**config.mk**
```make
export PLATFORM = sky130hd
export DESIGN_NAME = key_scan_ctrl
export DESIGN_NICKNAME = d
export VERILOG_FILES = /design/src/rtl/key_scan_pkg.sv /design/src/rtl/key_prio_enc.sv /design/src/rtl/key_scan_ctrl.sv
export SDC_FILE = /design/constraint.sdc
export NUM_CORES = 1
export LEC_CHECK = 0
export CAP_MARGIN = 30
export CORE_UTILIZATION = 25
export DETAILED_ROUTE_END_ITERATION = 10
export PLACE_DENSITY = 0.41
export SETUP_SLACK_MARGIN = 0.5
export SLEW_MARGIN = 0
export SYNTH_ARGS = -nofsm -noshare
export SYNTH_HDL_FRONTEND = slang
export SYNTH_SLANG_ARGS = --single-unit
```
**constraint.sdc**
```tcl
create_clock -name clk -period 6.9 [get_ports clk]
set_input_delay 1.38 -clock clk [delete_from_list [all_inputs] [get_ports clk]]
set_output_delay 1.38 -clock clk [all_outputs]
set_load 0.1 [all_outputs]
```
**src/rtl/key_scan_pkg.sv**
```systemverilog
// key_scan_pkg: shared types and constants for the keypad scan controller.
package key_scan_pkg;
  localparam int KEY_N = 10;
  localparam int CODE_W = 4;
  typedef enum logic [1:0] {IDLE, DB_PRESS, PRESSED, DB_REL} state_t;
  typedef struct packed {
    logic              rel;
    logic [CODE_W-1:0] code;
  } evt_t;
endpackage

```
**src/rtl/key_prio_enc.sv**
```systemverilog
// key_prio_enc: active-low 10->4 priority encoder; highest-numbered low bit wins.
module key_prio_enc
  import key_scan_pkg::*;
(
  input  logic [KEY_N-1:0]  i_s_n,
  output logic              o_any,
  output logic [CODE_W-1:0] o_code
);
  assign o_any = ~&i_s_n;
  always_comb begin
    o_code = '0;
    for (int i = 0; i < KEY_N; i++) if (!i_s_n[i]) o_code = CODE_W'(i);
  end
endmodule

```
**src/rtl/key_scan_ctrl.sv**
```systemverilog
// key_scan_ctrl: synchronises and debounces keypad lines, queueing press/release
// events in a small FIFO and driving the live held-key code.
module key_scan_ctrl
  import key_scan_pkg::*;
#(
  parameter int DB_CYCLES    = 4,
  parameter int FIFO_DEPTH   = 4,
  parameter bit EMIT_RELEASE = 1'b1
) (
  input  logic             clk,
  input  logic             rst_n,
  input  logic [KEY_N-1:0] S_n,
  output logic [3:0]       L,
  output logic             GS,
  output logic             evt_valid,
  output logic [3:0]       evt_code,
  output logic             evt_rel,
  input  logic             evt_ready,
  output logic             ovf,
  input  logic             ovf_clr
);
  localparam int CW = $clog2(DB_CYCLES);
  localparam int AW = $clog2(FIFO_DEPTH);
  logic [KEY_N-1:0]  r_s_in, r_s_meta, r_s_sync;
  logic              w_any, w_match, w_last, w_push, w_push_rel, w_held_nx;
  logic [CODE_W-1:0] w_code, r_cap, w_cap_nx, r_l;
  logic [CW-1:0]     r_cnt, w_cnt_nx;
  state_t            r_state, w_state_nx;
  logic              r_gs, r_ovf;
  evt_t              r_mem [FIFO_DEPTH];
  evt_t              w_evt;
  logic [AW-1:0]     r_wp, r_rp;
  logic [AW:0]       r_fcnt;
  logic              w_full, w_pop, w_wr, w_ovf_set;
  // Input register followed by a two-flop synchroniser; idles at all-released.
  always_ff @(posedge clk or negedge rst_n)
    if (!rst_n) begin
      r_s_in   <= '1;
      r_s_meta <= '1;
      r_s_sync <= '1;
    end else begin
      r_s_in   <= S_n;
      r_s_meta <= r_s_in;
      r_s_sync <= r_s_meta;
    end
  key_prio_enc u_enc (.i_s_n(r_s_sync), .o_any(w_any), .o_code(w_code));
  assign w_match = w_any && (w_code == r_cap);
  assign w_last  = r_cnt == CW'(DB_CYCLES - 1);
  always_comb begin
    w_state_nx = r_state;
    w_cnt_nx   = r_cnt;
    w_cap_nx   = r_cap;
    w_push     = 1'b0;
    w_push_rel = 1'b0;
    case (r_state)
      IDLE:
        if (w_any) begin
          w_cap_nx   = w_code;
          w_cnt_nx   = '0;
          w_state_nx = DB_PRESS;
        end
      DB_PRESS:
        if (!w_match) w_state_nx = IDLE;
        else if (w_last) begin
          w_state_nx = PRESSED;
          w_push     = 1'b1;
        end else w_cnt_nx = r_cnt + CW'(1);
      PRESSED:
        if (!w_match) begin
          w_state_nx = DB_REL;
          w_cnt_nx   = '0;
        end
      DB_REL:
        if (w_match) w_state_nx = PRESSED;
        else if (w_last) begin
          w_state_nx = IDLE;
          w_push     = EMIT_RELEASE;
          w_push_rel = 1'b1;
        end else w_cnt_nx = r_cnt + CW'(1);
    endcase
  end
  // L/GS are registered from the next state so they align with the press event.
  assign w_held_nx = (w_state_nx == PRESSED) || (w_state_nx == DB_REL);
  always_ff @(posedge clk or negedge rst_n)
    if (!rst_n) begin
      r_state <= IDLE;
      r_cnt   <= '0;
      r_cap   <= '0;
      r_l     <= '0;
      r_gs    <= 1'b0;
    end else begin
      r_state <= w_state_nx;
      r_cnt   <= w_cnt_nx;
      r_cap   <= w_cap_nx;
      r_l     <= w_held_nx ? w_cap_nx : '0;
      r_gs    <= w_held_nx;
    end
  assign w_evt     = {w_push_rel, r_cap};
  assign w_full    = r_fcnt == (AW + 1)'(FIFO_DEPTH);
  assign w_pop     = evt_valid & evt_ready;
  assign w_wr      = w_push & (~w_full | w_pop);
  assign w_ovf_set = w_push & w_full & ~w_pop;
  always_ff @(posedge clk or negedge rst_n)
    if (!rst_n) begin
      r_wp   <= '0;
      r_rp   <= '0;
      r_fcnt <= '0;
      r_ovf  <= 1'b0;
      for (int i = 0; i < FIFO_DEPTH; i++) r_mem[i] <= '0;
    end else begin
      if (w_wr) begin
        r_mem[r_wp] <= w_evt;
        r_wp        <= r_wp + AW'(1);
      end
      if (w_pop) r_rp <= r_rp + AW'(1);
      r_fcnt <= r_fcnt + (AW + 1)'(w_wr) - (AW + 1)'(w_pop);
      r_ovf  <= w_ovf_set | (r_ovf & ~ovf_clr);
    end
  assign evt_valid = r_fcnt != '0;
  assign evt_code  = r_mem[r_rp].code;
  assign evt_rel   = r_mem[r_rp].rel;
  assign L         = r_l;
  assign GS        = r_gs;
  assign ovf       = r_ovf;
endmodule

```
==> results.sh <==
export IMPL_hold_violations=0
export IMPL_antenna_left=0
export IMPL_clk_pin_slew_ns=0.06
export IMPL_die_h_um=111
export IMPL_synth_common_cells="dfrtp_1, dfstp_2, nand2_1"
export IMPL_hp_class="register to register"
export IMPL_synth_top_flop_cell="dfrtp_1"
export IMPL_dieArea_sq_um=12400
export IMPL_clock_latency_ns=0.33
export IMPL_fin_skew_ns=0.00713
export IMPL_required_ns=5.52
export IMPL_leakage_nw=1.56
export IMPL_ys_seq_area_frac=0.606
export IMPL_start_util=0.260
export IMPL_htreeDepth=3
export IMPL_core_region_area_sq_um=11500
export IMPL_async_reset_ff_frac=1.00
export IMPL_cts_tree="built"
export IMPL_rsz0062_at_grt="false"
export IMPL_avgRoutedWirePerCell_um=13.3
export IMPL_drtPass1Iterations=7
export IMPL_synth_top_cell_by_area="dfrtp_1"
export IMPL_via_per_inst=4.38
export IMPL_cts_hold_buf=0
export IMPL_min_period_ns=3.86
export IMPL_synth_seq_cells=71
export IMPL_busiest_layer="met1"
export IMPL_maxCapViolCount=0
export IMPL_grt_max_degree=72
export IMPL_cts_setup_buffers=0
export IMPL_crit_arrival_ns=2.48
export IMPL_syn2layout_area_growth_pct=23.4
export IMPL_first_iter_violations=105
export IMPL_vias=1770
export IMPL_worst_setup_path_start_kind="register"
export IMPL_violations="DRC"
export IMPL_holdWs_ns=0.354
export IMPL_grt_use_met1=0.143
export IMPL_diodes=0
export IMPL_dp_cells=387
export IMPL_gp_congestion=0.662
export IMPL_final_nets=278
export IMPL_io_pins=26
export IMPL_relSlewSlack=0.344
export IMPL_rows=39
export IMPL_grt_usage=0.0997
export IMPL_clock_sinks=71
export IMPL_fmax_ghz=0.259
export IMPL_synthesis_nets=247
export IMPL_antenna_found_initial=0
export IMPL_yosysWarnings=0
export IMPL_synth_area_leaders="dfrtp_1, dfstp_2, mux2_1"
export IMPL_drc_errors=4
export IMPL_syn_area_sq_um=2990
export IMPL_grt_overflow_total=0
export IMPL_setup_violations=0
export IMPL_worst_pin_slew_ns=0.981
export IMPL_slew_violations=0
export IMPL_grt_pass1_wl_um=9470
export IMPL_yosysMostFrequentCell="dfrtp_1"
export IMPL_cp_cell_sequence="mux4_2 > clkdlybuf4s50_1"
export IMPL_grt_use_met3=0.0289
export IMPL_gr_usage_met2=0.137
export IMPL_synth_edff_count=0
export IMPL_synthesis_area_per_instance_sq_um=13.3
export IMPL_fin_setup_tns_ns=0
export IMPL_synthCells=225
export IMPL_dpl_hpwl_um=3570
export IMPL_cp_end_kind="primary output"
export IMPL_netlist_area_leader_share=0.343
export IMPL_clock_path_buffers=2
export IMPL_fin_ws_ns=3.04
export IMPL_min_period_over_period=0.559
export IMPL_pre_cts_ws_ns=2.38
export IMPL_cts_resized=0
export IMPL_cp_max_fo=7
export IMPL_cts_buffers_inserted=9
export IMPL_drt_total_wl_um=5370
export IMPL_vdd_drop_max_v=0.000109
export IMPL_p_per_area_nw_per_um2=354
export IMPL_critPathMaxStageDelay_ns=0.98
export IMPL_fp_dieW_um=111
export IMPL_status="finished with violations"
export IMPL_drive_above_1_share=0.230
export IMPL_layout_cells_non_filler=404
export IMPL_synth_cell_types=45
export IMPL_grt_pass1_vias=1806
export IMPL_cp_slowest_cell="clkdlybuf4s50_1"
export IMPL_crit_type="register to primary output"
export IMPL_port_buffers=25
export IMPL_root_buffer="clkbuf_16"
export IMPL_final_util=0.321
==> layout make-up <==
class / count / area, sq um
clock buffers: 10 / 239
clock inverters: 6 / 50.0
fillers: 1179 / 7830
inverters: 9 / 33.8
multi-input cells: 136 / 1100
flip-flops and latches: 71 / 1810
well taps: 143 / 179
repair buffers: 29 / 273
==> state kept, by name, indices dropped and copies added (netlist names), 2 cells and up <==
register	flops
r_s_in	10
r_cnt	2
r_s_meta	10
r_state	2
r_cap	4
L	4
r_s_sync	10
r_rp	2
r_mem	20
r_fcnt	3
r_wp	2
==> cells by family (layout without fill, tap and decap cells) <==
kind of cell | count (synthesis) | after routing | share of synthesized area
AO/OA/AOI/OAI | 31 | 31 | 0.0690
AND/OR/NAND/NOR | 60 | 60 | 0.104
XOR/XNOR | 6 | 6 | 0.0176
multiplexers | 31 | 31 | 0.142
flip-flops | 71 | 71 | 0.606
buffers and inverters | 18 | 54 | 0.0251
adder cells (fa/ha/maj) | 8 | 8 | 0.0360
==> critical path: cells and delay by family (launching register included) <==
| kind | cells | cell delay (ns) |
|---|---|---|
| buf+inv | 1 | 0.98 |
| flops | 1 | 0.59 |
| mux | 1 | 0.57 |
==> placed cells by master (no fill, tap or decap), types with 2 or more instances in the layout <==
cell type,synthesis,routed
nor3_1,3,3
and2_1,7,7
buf_4,1,3
nand4_1,2,2
dfstp_2,30,30
mux2i_4,2,2
inv_6,0,3
a22o_1,2,2
mux2i_1,4,4
dfrtp_1,41,41
inv_1,8,8
nor2b_1,4,4
mux4_2,5,5
nand2_1,20,20
ha_1,7,7
o21ai_0,5,5
xnor2_1,5,5
nand4b_1,3,3
nor2_1,4,4
o211ai_1,2,2
a31oi_1,5,5
mux2_1,18,18
buf_2,3,2
clkdlybuf4s50_1,0,24
o31ai_1,2,2
clkbuf_16,0,9
o21ai_1,7,7
clkinvlp_4,0,2
nand3_1,12,12
==> through the flow <==
stage | area, sq um | power [W]
final | 3690 | 0.00130
after global placement | 3390 | 0.000873
after global routing | 3690 | 0.00139
after floorplan | 2990 | 0.000789
after detailed placement | 3390 | 0.000880
after CTS | 3680 | 0.00133
==> per-layer routing <==
metal	part of all wire	up-vias
met1	0.50	857
met4	0.021	0
met3	0.041	12
met5	0	-
met2	0.43	39
li1	-	862
==> path summary, 6_finish.rpt <==
path | start | to | slack (ns) | cells past startpoint
worst max-delay path | r_rp[0]$_DFFE_PN0P_ | evt_code[0] | 3.04 | 2
worst min-delay path | r_s_in[0]$_DFF_PN1_ | r_s_meta[0]$_DFF_PN1_ | 0.35 | 0
worst max register to register | r_s_sync[5]$_DFF_PN1_ | r_fcnt[2]$_DFF_PN0_ | 3.76 | 13
worst min register to register | r_s_in[0]$_DFF_PN1_ | r_s_meta[0]$_DFF_PN1_ | 0.35 | 0
max in group asynchronous | rst_n | ovf$_DFF_PN0_ | 5.06 | 2
min in group asynchronous | rst_n | r_cap[1]$_DFF_PN0_ | 1.25 | 2
==> power breakdown <==
part / switching (W) / total (W) / internal [W]
clock network: 0.000182 / 0.000439 / 0.000257
logic: 0.000181 / 0.000307 / 0.000125
registers: 0.0000788 / 0.000559 / 0.000481
(Power assumes the default switching activity.)
